**src/rtl/ascon_job_sequencer.sv**
```systemverilog
`timescale 1ns/1ps
`default_nettype none
// ============================================================================
//  Module   : ascon_job_sequencer
//  Purpose  : Job-level controller for one ascon_top encryption core. Takes a
//             single job command (key, nonce, one AD block, plaintext block
//             count), sequences the core start/data_valid pins, streams
//             plaintext in and ciphertext out over valid/ready handshakes,
//             captures the tag and flags a hung core with a sticky error.
//  Ports    : clock_i/reset_i             clock, synchronous active-high reset
//             cmd_*                       job command handshake and fields
//             pt_*                        plaintext block input stream
//             ct_*                        ciphertext block output stream
//             tag_valid_o/tag_o           one-cycle tag pulse and tag value
//             err_o                       sticky timeout / bad-count error
//             core_*                      connection to ascon_top
//  Revision : 1.0  initial release
// ============================================================================
module ascon_job_sequencer #(
    parameter int INIT_LAT = 13,
    parameter int PB_LAT   = 7,
    parameter int MAX_BLK  = 15,
    parameter int TIMEOUT  = 64
) (
    input  logic         clock_i,
    input  logic         reset_i,
    input  logic         cmd_valid_i,
    output logic         cmd_ready_o,
    input  logic [127:0] cmd_key_i,
    input  logic [127:0] cmd_nonce_i,
    input  logic [127:0] cmd_ad_i,
    input  logic [3:0]   cmd_n_blk_i,
    input  logic         pt_valid_i,
    output logic         pt_ready_o,
    input  logic [127:0] pt_data_i,
    output logic         ct_valid_o,
    input  logic         ct_ready_i,
    output logic [127:0] ct_data_o,
    output logic         ct_last_o,
    output logic         tag_valid_o,
    output logic [127:0] tag_o,
    output logic         err_o,
    output logic         core_start_o,
    output logic         core_data_valid_o,
    output logic [127:0] core_data_o,
    output logic [127:0] core_key_o,
    output logic [127:0] core_nonce_o,
    input  logic [127:0] core_cipher_i,
    input  logic         core_cipher_valid_i,
    input  logic [127:0] core_tag_i,
    input  logic         core_end_i
);

    // One shared wait counter serves every latency/timeout phase.
    localparam int c_cnt_max = (TIMEOUT > INIT_LAT)
                             ? ((TIMEOUT > PB_LAT) ? TIMEOUT : PB_LAT)
                             : ((INIT_LAT > PB_LAT) ? INIT_LAT : PB_LAT);
    localparam int c_cnt_w   = $clog2(c_cnt_max + 1);

    localparam logic [c_cnt_w-1:0] c_init_lat = c_cnt_w'(INIT_LAT);
    localparam logic [c_cnt_w-1:0] c_pb_lat   = c_cnt_w'(PB_LAT);
    localparam logic [c_cnt_w-1:0] c_timeout  = c_cnt_w'(TIMEOUT);
    localparam logic [c_cnt_w-1:0] c_cnt_one  = c_cnt_w'(1);
    localparam logic [4:0]         c_max_blk  = 5'(MAX_BLK);

    localparam logic [2:0] c_st_idle    = 3'd0;
    localparam logic [2:0] c_st_start   = 3'd1;
    localparam logic [2:0] c_st_w_init  = 3'd2;
    localparam logic [2:0] c_st_ad      = 3'd3;
    localparam logic [2:0] c_st_w_ad    = 3'd4;
    localparam logic [2:0] c_st_pt_get  = 3'd5;
    localparam logic [2:0] c_st_pt_wait = 3'd6;
    localparam logic [2:0] c_st_w_end   = 3'd7;

    logic [2:0]         r_state;
    logic [2:0]         w_state_next;
    logic [c_cnt_w-1:0] r_cnt;
    logic [127:0]       r_key;
    logic [127:0]       r_nonce;
    logic [127:0]       r_ad;
    logic [3:0]         r_n_blk;
    logic [3:0]         r_blk_cnt;
    logic               r_ct_valid;
    logic [127:0]       r_ct_data;
    logic               r_ct_last;
    logic               r_tag_valid;
    logic [127:0]       r_tag;
    logic               r_err;

    logic               w_cmd_fire;
    logic               w_pt_ready;
    logic               w_pt_fire;
    logic               w_ct_load;
    logic               w_cnt_last;
    logic               w_blk_done;
    logic               w_n_blk_bad;
    logic               w_timeout;
    logic               w_tag_fire;
    logic [3:0]         w_blk_next;

    // The counter is loaded with N and the phase ends on the cycle it steps
    // from 1 to 0, so each wait phase lasts exactly N cycles.
    assign w_cnt_last  = (r_cnt <= c_cnt_one);
    assign w_pt_ready  = (r_state == c_st_pt_get) && !r_ct_valid;
    assign w_pt_fire   = pt_valid_i && w_pt_ready;
    assign w_ct_load   = (r_state == c_st_pt_wait) && core_cipher_valid_i;
    assign w_blk_next  = r_blk_cnt + 4'd1;
    assign w_blk_done  = (w_blk_next == r_n_blk);
    assign w_n_blk_bad = (cmd_n_blk_i == 4'd0) || ({1'b0, cmd_n_blk_i} > c_max_blk);
    assign w_tag_fire  = (r_state == c_st_w_end) && core_end_i;
    assign w_timeout   = w_cnt_last &&
                         (((r_state == c_st_pt_wait) && !core_cipher_valid_i) ||
                          ((r_state == c_st_w_end) && !core_end_i));

    // ------------------------------------------------------------------------
    // FSM: state register
    // ------------------------------------------------------------------------
    always_ff @(posedge clock_i) begin
        if (reset_i) begin
            r_state <= c_st_idle;
        end else begin
            r_state <= w_state_next;
        end
    end

    // ------------------------------------------------------------------------
    // FSM: next-state logic
    // ------------------------------------------------------------------------
    always_comb begin
        w_state_next = r_state;
        case (r_state)
            c_st_idle:    if (w_cmd_fire) w_state_next = c_st_start;
            c_st_start:   w_state_next = c_st_w_init;
            c_st_w_init:  if (w_cnt_last) w_state_next = c_st_ad;
            c_st_ad:      w_state_next = c_st_w_ad;
            c_st_w_ad:    if (w_cnt_last) w_state_next = c_st_pt_get;
            c_st_pt_get:  if (w_pt_fire) w_state_next = c_st_pt_wait;
            c_st_pt_wait: begin
                if (core_cipher_valid_i) begin
                    w_state_next = w_blk_done ? c_st_w_end : c_st_pt_get;
                end else if (w_cnt_last) begin
                    w_state_next = c_st_idle;
                end
            end
            c_st_w_end:   if (core_end_i || w_cnt_last) w_state_next = c_st_idle;
            default:      w_state_next = c_st_idle;
        endcase
    end

    // ------------------------------------------------------------------------
    // FSM: outputs
    // ------------------------------------------------------------------------
    always_comb begin
        // New commands are held off during the tag pulse so a back-to-back
        // command lands only after the previous job has fully reported.
        cmd_ready_o       = (r_state == c_st_idle) && !r_tag_valid;
        core_start_o      = (r_state == c_st_start);
        pt_ready_o        = w_pt_ready;
        core_data_valid_o = (r_state == c_st_ad) || w_pt_fire;
        core_data_o       = '0;
        if (r_state == c_st_ad) begin
            core_data_o = r_ad;
        end else if (r_state == c_st_pt_get) begin
            core_data_o = pt_data_i;
        end
    end

    assign w_cmd_fire = cmd_valid_i && cmd_ready_o;

    // ------------------------------------------------------------------------
    // Wait counter (saturates at zero)
    // ------------------------------------------------------------------------
    always_ff @(posedge clock_i) begin
        if (reset_i) begin
            r_cnt <= '0;
        end else begin
            case (r_state)
                c_st_start:   r_cnt <= c_init_lat;
                c_st_ad:      r_cnt <= c_pb_lat;
                c_st_pt_get:  if (w_pt_fire) r_cnt <= c_timeout;
                c_st_pt_wait: begin
                    if (core_cipher_valid_i) begin
                        r_cnt <= c_timeout;
                    end else if (r_cnt != '0) begin
                        r_cnt <= r_cnt - c_cnt_one;
                    end
                end
                c_st_w_init, c_st_w_ad, c_st_w_end: begin
                    if (r_cnt != '0) r_cnt <= r_cnt - c_cnt_one;
                end
                default:      r_cnt <= r_cnt;
            endcase
        end
    end

    // ------------------------------------------------------------------------
    // Job registers, block counter and error flag
    // ------------------------------------------------------------------------
    always_ff @(posedge clock_i) begin
        if (reset_i) begin
            r_key     <= '0;
            r_nonce   <= '0;
            r_ad      <= '0;
            r_n_blk   <= '0;
            r_blk_cnt <= '0;
            r_err     <= 1'b0;
        end else begin
            if (w_cmd_fire) begin
                r_key     <= cmd_key_i;
                r_nonce   <= cmd_nonce_i;
                r_ad      <= cmd_ad_i;
                // Out-of-range counts still run one block but report an error.
                r_n_blk   <= w_n_blk_bad ? 4'd1 : cmd_n_blk_i;
                r_blk_cnt <= '0;
                r_err     <= w_n_blk_bad;
            end else begin
                if (w_ct_load) r_blk_cnt <= w_blk_next;
                if (w_timeout) r_err <= 1'b1;
            end
        end
    end

    // ------------------------------------------------------------------------
    // Ciphertext slot: drain first, then load, so both can occur together.
    // ------------------------------------------------------------------------
    always_ff @(posedge clock_i) begin
        if (reset_i) begin
            r_ct_valid <= 1'b0;
            r_ct_data  <= '0;
            r_ct_last  <= 1'b0;
        end else begin
            if (r_ct_valid && ct_ready_i) r_ct_valid <= 1'b0;
            if (w_ct_load) begin
                r_ct_valid <= 1'b1;
                r_ct_data  <= core_cipher_i;
                r_ct_last  <= w_blk_done;
            end
        end
    end

    // ------------------------------------------------------------------------
    // Tag capture
    // ------------------------------------------------------------------------
    always_ff @(posedge clock_i) begin
        if (reset_i) begin
            r_tag_valid <= 1'b0;
            r_tag       <= '0;
        end else begin
            r_tag_valid <= w_tag_fire;
            if (w_tag_fire) r_tag <= core_tag_i;
        end
    end

    assign ct_valid_o   = r_ct_valid;
    assign ct_data_o    = r_ct_data;
    assign ct_last_o    = r_ct_last;
    assign tag_valid_o  = r_tag_valid;
    assign tag_o        = r_tag;
    assign err_o        = r_err;
    assign core_key_o   = r_key;
    assign core_nonce_o = r_nonce;

endmodule
`default_nettype wire

```
**config.mk**
```make
export PLATFORM = sky130hd
export DESIGN_NAME = ascon_job_sequencer
export DESIGN_NICKNAME = d
export VERILOG_FILES = /design/src/rtl/ascon_job_sequencer.sv
export SDC_FILE = /design/constraint.sdc
export NUM_CORES = 1
export LEC_CHECK = 0
export BUFFER_PORTS_ARGS = -buffer_cell sky130_fd_sc_hd__buf_4
export CAP_MARGIN = 20
export CORE_AREA = 8 8 550 552
export DETAILED_ROUTE_END_ITERATION = 12
export DIE_AREA = 0 0 558 560
export GPL_TIMING_DRIVEN = 0
export SETUP_SLACK_MARGIN = 0.05
export SLEW_MARGIN = 15
export SYNTH_ARGS = -nofsm -noshare
export SYNTH_HDL_FRONTEND = slang
export SYNTH_SLANG_ARGS = --single-unit
```
**constraint.sdc**
```tcl
create_clock -name clock_i -period 2.65 [get_ports clock_i]
set_clock_uncertainty 0.05 [all_clocks]
set_input_delay 0.265 -clock clock_i [delete_from_list [all_inputs] [get_ports clock_i]]
set_output_delay 0.265 -clock clock_i [all_outputs]
set_load 0.02 [all_outputs]
```
**Word level (Yosys, flattened, before mapping)**

Cells that the tools add are included.

- Word-level logic and storage cells: 77
- Output and inout bits: 648
- Register bits: 662
- Input bits: 779

- Eq/ne operators: 14
- $add $sub $neg: 2
- $lt $le $gt $ge: 1
- Mux-type cells: 20
- Reductions and logical operators: 27

Operator list:

| operator | number |
|---|---|
| 2-to-1 mux 128 bit | 2 |
| case mux 7 bit (5 select lines) | 1 |
| case mux 3 bit (8 select lines) | 1 |
| 2-to-1 mux 3 bit | 7 |
| 2-to-1 mux 7 bit | 3 |
| equality test 3 bit, second input constant | 4 |
| logical AND 1 bit | 10 |
| != test 2 bit, second input constant | 4 |
| <= comparator 7 x 1 -> 1 bit, second input constant | 1 |
| nonzero test 7 bit | 1 |
| subtractor 7 x 1 -> 7 bit, second input constant | 1 |
| equality test 3 x 2 -> 1 bit, second input constant | 2 |
| AND reduction 6 bit | 1 |
| nonzero test 5 bit | 1 |
| adder 4 x 1 -> 4 bit, second input constant | 1 |
| equality test 4 bit | 1 |
| zero test 1 bit | 4 |
| zero test 4 bit | 1 |
| 2-to-1 mux 1 bit | 4 |
| 2-to-1 mux 4 bit | 1 |
| nonzero test 2 bit | 2 |
| equality test 3 x 1 -> 1 bit, second input constant | 1 |
| zero test 3 bit | 1 |
| logical OR 1 bit | 3 |
| other kinds (6) | 6 |

**Logic depth before layout (Yosys ltp)**

Gate-level depths: netlist of the first run.

- Word-level depth: 6
- Gate-level depth with buffers: 10
- Gate-level depth less buffers: 7

**Worst setup path after synthesis of the first run**

OpenSTA, ideal clock, no wires.

- Path kind: register to register
- Start: register r_state[1]
- End: register r_cnt[4]
- Library setup time: 131 ps
- Path slack: 331 ps
- Cell stages (with the launch flop): 11
- Path buffers: 3
- Data arrival time: 2138 ps
- Period minus slack after synthesis: 2319 ps
- Data required time: 2469 ps
- Cell sequence: dfxtp_1 -> buf_2 -> buf_2 -> inv_1 -> fa_1 -> and2_1 -> o32ai_1 -> clkbuf_1 -> nor3_1 -> nor2_1 -> nor3_1

- Cells in the longest elaborated chain, start to end: 5
- Elaborated cells on any way between the ends: 14
- Those cells by class: eq/ne (8); mux (1); reduce/logical (5)

RTL lines:

| what | line | RTL |
|---|---|---|
| start: declaration | 75 | `logic [2:0] r_state;` |
| start signal: assignment | 120 | `r_state <= c_st_idle;` |
| start signal: assignment | 122 | `r_state <= w_state_next;` |
| equality test 3 bit | 104, 177 |  |
| logical AND 1 bit | 104 | `assign w_pt_ready = (r_state == c_st_pt_get) && !r_ct_valid;` |
| logical AND 1 bit | 105 | `assign w_pt_fire = pt_valid_i && w_pt_ready;` |
| != test 2 bit (no source line) | n/a |  |
| AND reduction 2 bit (no source line) | n/a |  |
| end signal: assignment | 178 | `c_st_start: r_cnt <= c_init_lat;` |
| end signal: assignment | 179 | `c_st_ad: r_cnt <= c_pb_lat;` |
| end signal: assignment | 180 | `c_st_pt_get: if (w_pt_fire) r_cnt <= c_timeout;` |
| end: declaration | 77 | `logic [c_cnt_w-1:0] r_cnt;` |

Several ways; a longest one is shown, not always the timed one.
A chain may end at the register's enable or synchronous reset.

**Worst setup path after layout of the first run**

- Start: register r_state[0]
- End: output core_data_o[39]

- Cells in the longest elaborated chain, start to end: 3
- Elaborated cells on any way between the ends: 4
- Those cells by class: eq/ne (2); mux (2)

RTL lines:

| what | line | RTL |
|---|---|---|
| equality test 3 bit | 163 | `end else if (r_state == c_st_pt_get) begin` |
| 2-to-1 mux 128 bit | 163 |  |
| 2-to-1 mux 128 bit * | 161 | `if (r_state == c_st_ad) begin` |
| end: declaration | 45 | `output logic [127:0] core_data_o,` |

Every way passes the cells marked *; elsewhere a longest branch is shown, timed or not.

==> impl_metrics.py, run 1 <==
metrics = {
    "timing": {
        "hold_viol_final": 0,
        "fin_crit_ns": 2.868,
        "slew_headroom": 0.3234,
        "post-route-period-util": 1.082,
        "rsz0062_at_grt": "true",
        "setup_viol": 126,
        "timing.hold.ws_ns": 0.2086,
        "finalMaxSlewViolations": 0,
        "final.setup.worst_slack_ns": -0.2175,
        "max_freq_mhz": 348.7,
        "worstMarginPinSlew_ns": 1.015,
    },
    "pwr": {
        "power_w": 0.03766,
        "powerDensity_mw_per_mm2": 726.2,
        "p_leak_nw": 20.99,
        "ir_drop_v": 0.0005156,
    },
    "clocking": {
        "cts_max_path_buffers": 4,
        "clkLatencyLatePin_ns": 0.78,
        "clock-root-buffer": "clkbuf_16",
        "cts.clk_slew.worst_paths_ns": 0.06,
        "htree_levels": 3,
        "cts_sinks": 662,
        "cts_tree": "built",
        "cts_buffers": 86,
    },
    "setup_path": {
        "setup.worst_path.class": "reg -> out",
        "worstPathRequired_ns": 2.34,
        "reg2reg_slack_ns": 0.17,
        "path_max_fanout": 6,
        "r2r_cells": 8,
        "r2r_start": "r_state[0]",
        "start_kind": "flop",
        "critPathArrivalTime_ns": 2.55,
        "critPathCaptureType": "output pin",
        "rr_endpoint": "err_o",
    },
    "synth": {
        "async_flop_share": 0,
        "yosys_register_bits": 662,
        "syn_inst": 3108,
        "synth_top_cells_by_area": "dfxtp_1 54%, nand2_1 20%, a21oi_1 13%, a22o_1 4.6%, buf_4 2.1%",
        "synth_top_area_frac": 0.5403,
        "yosys.area.top_type": "dfxtp_1",
        "ys_seq_area_frac": 0.5403,
        "syn_area_mm2": 0.02453,
        "synth_warnings": 0,
        "synth_cell_types": 46,
        "syn-num-nets": 3891,
        "synth_ff_type": "dfxtp_1",
        "syn-mean-instance-area_um2": 7.892,
        "synth-edff-count": 0,
    },
    "final_layout": {
        "finalNetCount": 6105,
        "syn_to_final_growth_pct": 111.4,
        "fin_util": 0.1770,
        "drive_gt1_frac": 0.3352,
    },
    "routing": {
        "drt-total-wl_um": 286200,
        "drc": 0,
        "wl_per_cell_um": 30.62,
        "drtIter0Drc": 2782,
        "drtAntennaViolNets": 0,
        "first_pass_iters": 5,
        "vias_per_cell": 3.572,
        "vias": 33391,
    },
    "global_routing": {
        "grt_overflow_total": 0,
        "grtUsageTotal": 0.1713,
        "grt_max_degree": 14,
        "grt_pass1_wl_um": 350300,
        "grt_pass1_vias": 32810,
        "grt_antenna_before_repair": 126,
    },
    "placement": {
        "portBuffers": 1425,
        "gp_congestion": 0.9481,
        "dp_hpwl_um": 241400,
    },
    "floorplan": {
        "rows": 199,
        "core_mm2": 0.2931,
        "start_util": 0.08369,
        "die_x_um": 558,
        "die_y_um": 560,
        "io_pins": 1427,
        "die-area_mm2": 0.3125,
    },
    "hold_path": {
        "hold_path_depth": 4,
        "hp-start": "core_tag_i[33]",
        "hold_class": "in -> reg",
        "hold_end": "tag_o[33]",
    },
    "outcome": {
        "status": "complete, but fails checks",
        "violations": "negative setup slack",
    },
    "flow_run": {
        "maxCapViolations": 0,
    },
}
## worst max-delay path, stage by stage, from the launching register on
cell and delay [ns]:
dfxtp_2 0.33, buf_6 0.13, and3b_4 0.18, buf_12 0.15
clkbuf_16 0.17, clkbuf_16 0.18, buf_16 0.17, a22o_4 0.27
buf_6 0.13
## metal layers
| metal | routed length (um) | GRT usage | vias to the layer above |
|---|---|---|---|
| met5 | 632 | 0 | - |
| met4 | 13550 | 0.06491 | 96 |
| met3 | 46080 | 0.1108 | 558 |
| met2 | 130300 | 0.2844 | 2167 |
| met1 | 95650 | 0.1713 | 15835 |
| li1 | - | - | 14735 |
## Yosys cell counts, drive strengths merged, types with 4 or more instances
cell type / count
dfxtp: 662
nor2: 22
nand2b: 9
a211oi: 4
xor2: 5
a22o: 128
xnor2: 5
inv: 6
a21oi: 654
clkbuf: 134
nand2: 1297
nand3: 5
buf: 119
nor3: 13
## cells in the final DEF, fill, tap and decap left out, types with 4 or more instances in the layout
master / count
bufinv_16: 8
xor2_1: 5
clkinv_2: 11
buf_12: 20
nor2_1: 19
a21oi_1: 654
clkbuf_8: 16
buf_2: 33
dfxtp_1: 659
a22o_1: 98
xnor2_1: 5
nor3_1: 13
dlygate4sd3_1: 650
a22o_4: 30
clkbuf_2: 16
clkbuf_1: 108
buf_8: 13
buf_16: 7
nand2b_1: 8
clkinvlp_4: 7
nand2_1: 1297
clkbuf_16: 116
buf_6: 110
inv_1: 5
buf_1: 10
diode_2: 43
a211oi_1: 4
nand3_1: 5
buf_4: 1396
## power by group
group	leakage [nW]	switching [W]	internal, W	total (W)
clock	1.39	0.00515	0.00720	0.0123
combinational	14.2	0.00846	0.00495	0.0134
sequential	5.38	0.000772	0.0111	0.0119
total	21.0	0.0144	0.0233	0.0377
## cells by family (layout without fill, tap and decap cells)
logic type,count (synthesis),after routing,share of synthesized area
simple gates,1367,1367,0.2143
compound gates,802,802,0.1851
flops,662,662,0.5403
buf+inv,259,2536,0.05280
xor+xnor,10,10,0.003571
fa+ha+maj,5,5,0.002755
mux,3,3,0.001224
other cells,0,43,0
## final cells by class
class	instances	area, um2
multi-input cells	2187	10280
fillers	32471	241200
diodes	43	107.6
clock buffers	118	2424
well taps	3919	4903
inverters	6	22.52
clock inverters	33	442.9
plain buffers	250	1807
flip-flops and latches	662	13260
repair buffers	2129	18610
## worst max-delay path by stage
| stage | slack, ns | from | cells past startpoint | endpoint |
|---|---|---|---|---|
| 3_5_place_dp | -1.21 | r_state[0] | 7 | core_data_o[94] |
| 2_1_floorplan | 0.33 | r_state[1] | 10 | r_cnt[4] |
| 5_1_grt | -0.28 | r_state[0] | 8 | core_data_o[46] |
| 6_report | -0.22 | r_state[0] | 8 | core_data_o[39] |
| 3_3_place_gp | -2.23 | reset_i | 4 | r_ad[4] |
| 4_1_cts | -0.33 | r_state[0] | 8 | core_data_o[39] |
## metrics by stage
step,cells,TNS [ns],setup slack [ns],area [um2]
4_1_cts,9293,-29.29,-0.3321,51280
6_report,9347,-12.87,-0.2175,51860
3_5_place_dp,8459,-214.29,-1.206,40290
3_3_place_gp,8452,-785.19,-2.229,40130
5_1_grt,9326,-23.39,-0.2839,51810
2_1_floorplan,3108,0,0.3308,24530
## flip-flops by register name, summed over array words and instances, names as in the netlist
signal / flops
core_key_o: 128
core_nonce_o: 128
ct_data_o: 128
ct_last_o: 1
ct_valid_o: 1
err_o: 1
r_ad: 128
r_blk_cnt: 4
r_cnt: 7
r_n_blk: 4
r_state: 3
tag_o: 128
tag_valid_o: 1
## repair_timing
item	in CTS	in global routing
gates cloned	14	9
buffers inserted	21	5
setup endpoints to repair	624	155
endpoints found under the hold margin	650	0
hold buffers	650	0
resized for setup	258	80
pin swaps	70	25
Note: power is estimated with default switching activity, not from simulation.
==> run 2: changes to the inputs <==
--- a/config.mk
+++ b/config.mk
@@ -8,6 +8,7 @@
 export BUFFER_PORTS_ARGS = -buffer_cell sky130_fd_sc_hd__buf_4
 export CAP_MARGIN = 20
 export CORE_AREA = 8 8 550 552
+export CTS_BUF_LIST = sky130_fd_sc_hd__clkbuf_16
 export DETAILED_ROUTE_END_ITERATION = 12
 export DIE_AREA = 0 0 558 560
 export GPL_TIMING_DRIVEN = 0
==> run 2 against run 1 <==
  * The flow still finishes with violations (negative setup slack)
  * Global-route usage hardly changed
  * Utilization is 0.11 points lower
  * Critical path depth stayed put
  * Clock power is 3% lower
  * Sequential share of layout area is 0.16 points higher
  * Non-clock buffer count is 4 lower
  * Die area stayed put
  * Cell count hardly changed
  * Largest power group unchanged
==> impl_metrics.py, run 2 (synthesis results as in run 1) <==
metrics = {
    "final_layout": {
        "final_common_cell": "buf_4",
        "mostFrequentLayoutCells": "1414 x buf_4, 1297 x nand2_1, 659 x dfxtp_1, 654 x a21oi_1, 650 x dlygate4sd3_1",
        "finalNetCount": 6101,
        "syn_to_final_growth_pct": 110.1,
        "fill_cells": 32558,
        "drive_gt1_frac": 0.3321,
        "fin_util": 0.1759,
    },
    "global_routing": {
        "grtUsageTotal": 0.1713,
        "grt_max_degree": 14,
        "grt_overflow_total": 0,
        "grt_pass1_vias": 32800,
        "grt_antenna_before_repair": 124,
        "grt_pass1_wl_um": 350300,
    },
    "timing": {
        "setup_viol": 124,
        "rsz0062_at_grt": "true",
        "max_freq_mhz": 350.3,
        "hold_viol_final": 0,
        "final.setup.worst_slack_ns": -0.2047,
        "worstMarginPinSlew_ns": 0.9861,
        "finalSetupTns_ns": -12.37,
        "post-route-period-util": 1.077,
        "slew_headroom": 0.3426,
        "finalMaxSlewViolations": 0,
        "fin_crit_ns": 2.855,
    },
    "hold_path": {
        "hold_class": "in -> reg",
    },
    "clocking": {
        "cts_sinks": 662,
        "cts.clk_slew.worst_paths_ns": 0.07,
        "cts_max_path_buffers": 4,
        "cts_buffers": 86,
        "clkLatencyLatePin_ns": 0.78,
        "htree_levels": 3,
        "clock-root-buffer": "clkbuf_16",
        "cts_tree": "built",
    },
    "routing": {
        "wl_per_cell_um": 30.47,
        "first_pass_iters": 6,
        "drc": 0,
        "drtAntennaViolNets": 0,
        "vias": 33063,
        "drtIter0Drc": 2767,
        "drt-total-wl_um": 284500,
        "vias_per_cell": 3.540,
    },
    "pwr": {
        "sw_frac_of_total": 0.3852,
        "p_int_w": 0.02279,
        "combPwrFrac": 0.359,
        "seq_power_share": 0.321,
        "ir_drop_v": 0.0005160,
        "powerDensity_mw_per_mm2": 719.1,
        "p_leak_nw": 20.93,
        "p_sw_w": 0.01427,
        "clock_power_share": 0.320,
    },
    "floorplan": {
        "io_pins": 1427,
        "die_x_um": 558,
        "die-area_mm2": 0.3125,
        "start_util": 0.08369,
        "rows": 199,
        "die_y_um": 560,
        "core_mm2": 0.2931,
    },
    "setup_path": {
        "start_kind": "flop",
        "critPathArrivalTime_ns": 2.54,
        "path_max_fanout": 6,
        "critPathCaptureType": "output pin",
        "setup.worst_path.class": "reg -> out",
        "worstPathRequired_ns": 2.34,
    },
    "outcome": {
        "violations": "negative setup slack",
        "status": "complete, but fails checks",
    },
    "placement": {
        "portBuffers": 1425,
        "gp_congestion": 0.9481,
        "dp_hpwl_um": 241400,
    },
    "flow_run": {
        "maxCapViolations": 0,
    },
}
## run 2: what timing repair did
action	4_1_cts	5_1_grt
hold buffers	650	0
setup buffers	22	4
setup endpoints to repair	624	150
cloned	14	5
endpoints found under the hold margin	650	0
pin swaps	70	22
gates resized for setup	259	58
## run 2: path summary, 6_finish.rpt
kind | startpoint | endpoint | slack (ns) | depth (start not counted)
max reg2reg | r_state[0] | core_nonce_o[13] | 0.15 | 10
max | r_state[0] | core_data_o[39] | -0.20 | 8
min reg2reg | r_ad[119] | r_ad[119] | 0.40 | 2
min | core_end_i | tag_o[6] | 0.15 | 6
## run 2: worst max-delay path, cell delays in order, from the launching register on
cell	delay, ns
dfxtp_2	0.33
buf_6	0.13
and3b_4	0.18
buf_12	0.15
clkbuf_16	0.17
clkbuf_16	0.18
buf_16	0.16
a22o_4	0.27
buf_6	0.13
## run 2: through the flow
stage / hold WS, ns / total power (W) / cell area (um2) / worst slack, ns / instances
2_1_floorplan: 0.3510 / 0.01691 / 24530 / 0.3308 / 3108
6_report: 0.1504 / 0.03706 / 51540 / -0.2047 / 9339
3_3_place_gp: 0.3912 / 0.02368 / 40130 / -2.229 / 8452
4_1_cts: 0.07210 / 0.03737 / 51160 / -0.3332 / 9294
3_5_place_dp: 0.3960 / 0.02377 / 40290 / -1.206 / 8459
5_1_grt: 0.1575 / 0.03876 / 51490 / -0.2753 / 9319
## run 2: power groups by stage
stage | clock (W) | combinational (W) | sequential (W)
after floorplan | 0 | 0.00415 | 0.0128
after global placement | 0 | 0.0117 | 0.0120
after detailed placement | 0 | 0.0117 | 0.0120
after CTS | 0.0122 | 0.0133 | 0.0119
after global routing | 0.0125 | 0.0143 | 0.0120
final | 0.0119 | 0.0133 | 0.0119
## run 2: final cells by class
class | count | area [um2] | area share
Antenna cell | 39 | 97.59 | 0.001894
Buffer | 250 | 1813 | 0.03518
Clock buffer | 87 | 2177 | 0.04224
Clock inverter | 64 | 559.3 | 0.01085
Inverter | 6 | 22.52 | 0.0004370
Multi-Input combinational cell | 2187 | 10280 | 0.1996
Sequential cell | 662 | 13260 | 0.2573
Tap cell | 3919 | 4903 | 0.09514
Timing Repair Buffer | 2125 | 18420 | 0.3574
## run 2: metal layers
layer,wire (um),GRT usage,vias up
met4,14450,0.07060,96
met5,621,0,-
met3,46340,0.1145,580
li1,-,-,14715
met1,94550,0.1691,15532
met2,128600,0.2818,2140
==> run 3: changes to the inputs <==
--- a/config.mk
+++ b/config.mk
@@ -12,6 +12,7 @@
 export DETAILED_ROUTE_END_ITERATION = 12
 export DIE_AREA = 0 0 558 560
 export GPL_TIMING_DRIVEN = 0
+export PLACE_DENSITY = 0.32
 export SETUP_SLACK_MARGIN = 0.05
 export SLEW_MARGIN = 15
 export SYNTH_ARGS = -nofsm -noshare
==> run 3 against run 2 <==
  * The flow still finishes with violations (negative setup slack)
  * Power shrank 1.4%
  * Non-clock buffer count rose by 4
  * Fmax fell by 0.97%
  * Worst hold slack improved by 0.039 ns
  * Utilization about the same
  * Clock-buffer cell count rose by 8
  * Cell count hardly changed
  * Global-route usage down 2.1 points
  * Final area barely moved
  * Flip-flop and latch count stayed put
  * Highest routed layer unchanged
==> impl_metrics.py, run 3 (synthesis results as in run 1) <==
metrics = {
    "routing": {
        "drtAntennaViolNets": 0,
        "wl_per_cell_um": 26.69,
        "drc": 0,
        "drt-total-wl_um": 249400,
        "vias_per_cell": 3.367,
        "first_pass_iters": 7,
        "vias": 31458,
        "drtIter0Drc": 1870,
    },
    "clocking": {
        "clock-root-buffer": "clkbuf_16",
        "cts_sinks": 662,
        "cts_tree": "built",
        "clkLatencyLatePin_ns": 0.77,
        "cts.clk_slew.worst_paths_ns": 0.05,
        "cts_buffers": 94,
        "cts_max_path_buffers": 4,
        "htree_levels": 3,
    },
    "setup_path": {
        "path_max_fanout": 5,
        "start_kind": "flop",
        "timing.critical_path.cells": "buf_6 > and3b_4 > buf_12 > clkbuf_16 > buf_12 > clkbuf_16 > a22o_4 > buf_6",
        "critPathCaptureType": "output pin",
        "reg2reg_slack_ns": 0.09,
        "critical-path-max-stage-delay_ns": 0.31,
        "worstPathRequired_ns": 2.34,
        "cp_slowest_cell": "dfxtp_2",
        "setup.worst_path.class": "reg -> out",
        "critPathArrivalTime_ns": 2.57,
    },
    "global_routing": {
        "grt_overflow_total": 0,
        "grtUsageTotal": 0.1507,
        "grt_max_degree": 13,
        "grt_antenna_before_repair": 109,
        "grt_pass1_vias": 32483,
        "grt_pass1_wl_um": 318900,
    },
    "outcome": {
        "status": "complete, but fails checks",
        "violations": "negative setup slack",
    },
    "final_layout": {
        "syn_to_final_growth_pct": 109.9,
        "final_common_cell": "buf_4",
        "drive_gt1_frac": 0.3316,
        "finalNetCount": 6113,
        "mostFrequentLayoutCells": "1411 x buf_4, 1294 x nand2_1, 659 x dfxtp_1, 654 x a21oi_1, 650 x dlygate4sd3_1",
        "final_cells": 9343,
    },
    "timing": {
        "finalSetupTns_ns": -10.92,
        "worstMarginPinSlew_ns": 0.9287,
        "rsz0062_at_grt": "true",
        "final.setup.worst_slack_ns": -0.2328,
        "slew_headroom": 0.3809,
        "post-route-period-util": 1.088,
        "max_freq_mhz": 346.9,
        "hold_viol_final": 0,
        "setup_viol": 114,
        "fin_crit_ns": 2.883,
        "timing.hold.ws_ns": 0.1890,
        "finalMaxSlewViolations": 0,
    },
    "pwr": {
        "p_int_w": 0.02307,
        "seq_power_share": 0.325,
        "p_leak_nw": 20.96,
        "powerDensity_mw_per_mm2": 709.7,
        "combPwrFrac": 0.342,
        "sw_frac_of_total": 0.3687,
        "ir_drop_v": 0.0004152,
        "p_sw_w": 0.01347,
        "clock_power_share": 0.334,
    },
    "floorplan": {
        "core_mm2": 0.2931,
        "start_util": 0.08369,
        "die-area_mm2": 0.3125,
        "die_y_um": 560,
        "die_x_um": 558,
        "io_pins": 1427,
        "rows": 199,
    },
    "placement": {
        "portBuffers": 1425,
        "gp_congestion": 0.9249,
        "dp_hpwl_um": 212800,
        "dp_cells": 8460,
    },
    "hold_path": {
        "hold_class": "in -> reg",
    },
    "flow_run": {
        "maxCapViolations": 0,
    },
}
## run 3: final cells by class
class                      instances  area [um2]
buffer                           249        1757
inverter                           6       25.02
tap                             3919        4903
clock buffer                      95        2377
clock inverter                    57       432.9
multi-input combinational       2187       10270
antenna                           38       95.09
timing repair buffer            2130       18370
sequential                       662       13260
fill                           33350      241600
## run 3: final timing paths
kind,to,from,cells past startpoint
worst max-delay path,core_data_o[43],r_state[2],8
worst min-delay path,tag_o[127],core_end_i,6
worst max register to register,core_nonce_o[109],r_state[0],10
worst min register to register,core_nonce_o[18],core_nonce_o[18],2
## run 3: power by group through the flow
stage                     combinational (W)  sequential [W]  clock (W)
after CTS                            0.0127          0.0119     0.0127
after global placement               0.0111          0.0120          0
final                                0.0125          0.0119     0.0122
after floorplan                     0.00415          0.0128          0
after global routing                 0.0135          0.0120     0.0131
after detailed placement             0.0111          0.0120          0
## run 3: critical path: cells and delay by family, from the launching register on
kind | cells | cell delay [ns]
compound gates | 1 | 0.21
simple gates | 1 | 0.29
flops | 1 | 0.31
buf+inv | 6 | 0.91
## run 3: what timing repair did
| action | 4_1_cts | 5_1_grt |
|---|---|---|
| gates resized for setup | 251 | 55 |
| pin swaps | 44 | 27 |
| hold buffers | 650 | 0 |
| hold endpoints to repair | 650 | 0 |
| gates cloned | 10 | 5 |
| endpoints found under the setup margin | 643 | 139 |
| setup buffers | 27 | 8 |
## run 3: layer usage
layer	global-route usage	wire length (um)	vias up
li1	-	-	14741
met1	0.1684	94390	15014
met2	0.2637	121000	1333
met3	0.06359	27050	290
met4	0.03593	6439	80
met5	0	541	-
## run 3: per-stage QoR
step / utilization / area (um2) / power (W) / setup WS (ns)
2_1_floorplan: - / 24530 / 0.01691 / 0.3308
3_3_place_gp: 0.1369 / 40130 / 0.02307 / -2.305
3_5_place_dp: 0.1375 / 40300 / 0.02314 / -1.311
4_1_cts: 0.1744 / 51120 / 0.03733 / -0.3999
5_1_grt: 0.1755 / 51450 / 0.03857 / -0.3079
6_report: 0.1757 / 51490 / 0.03654 / -0.2328
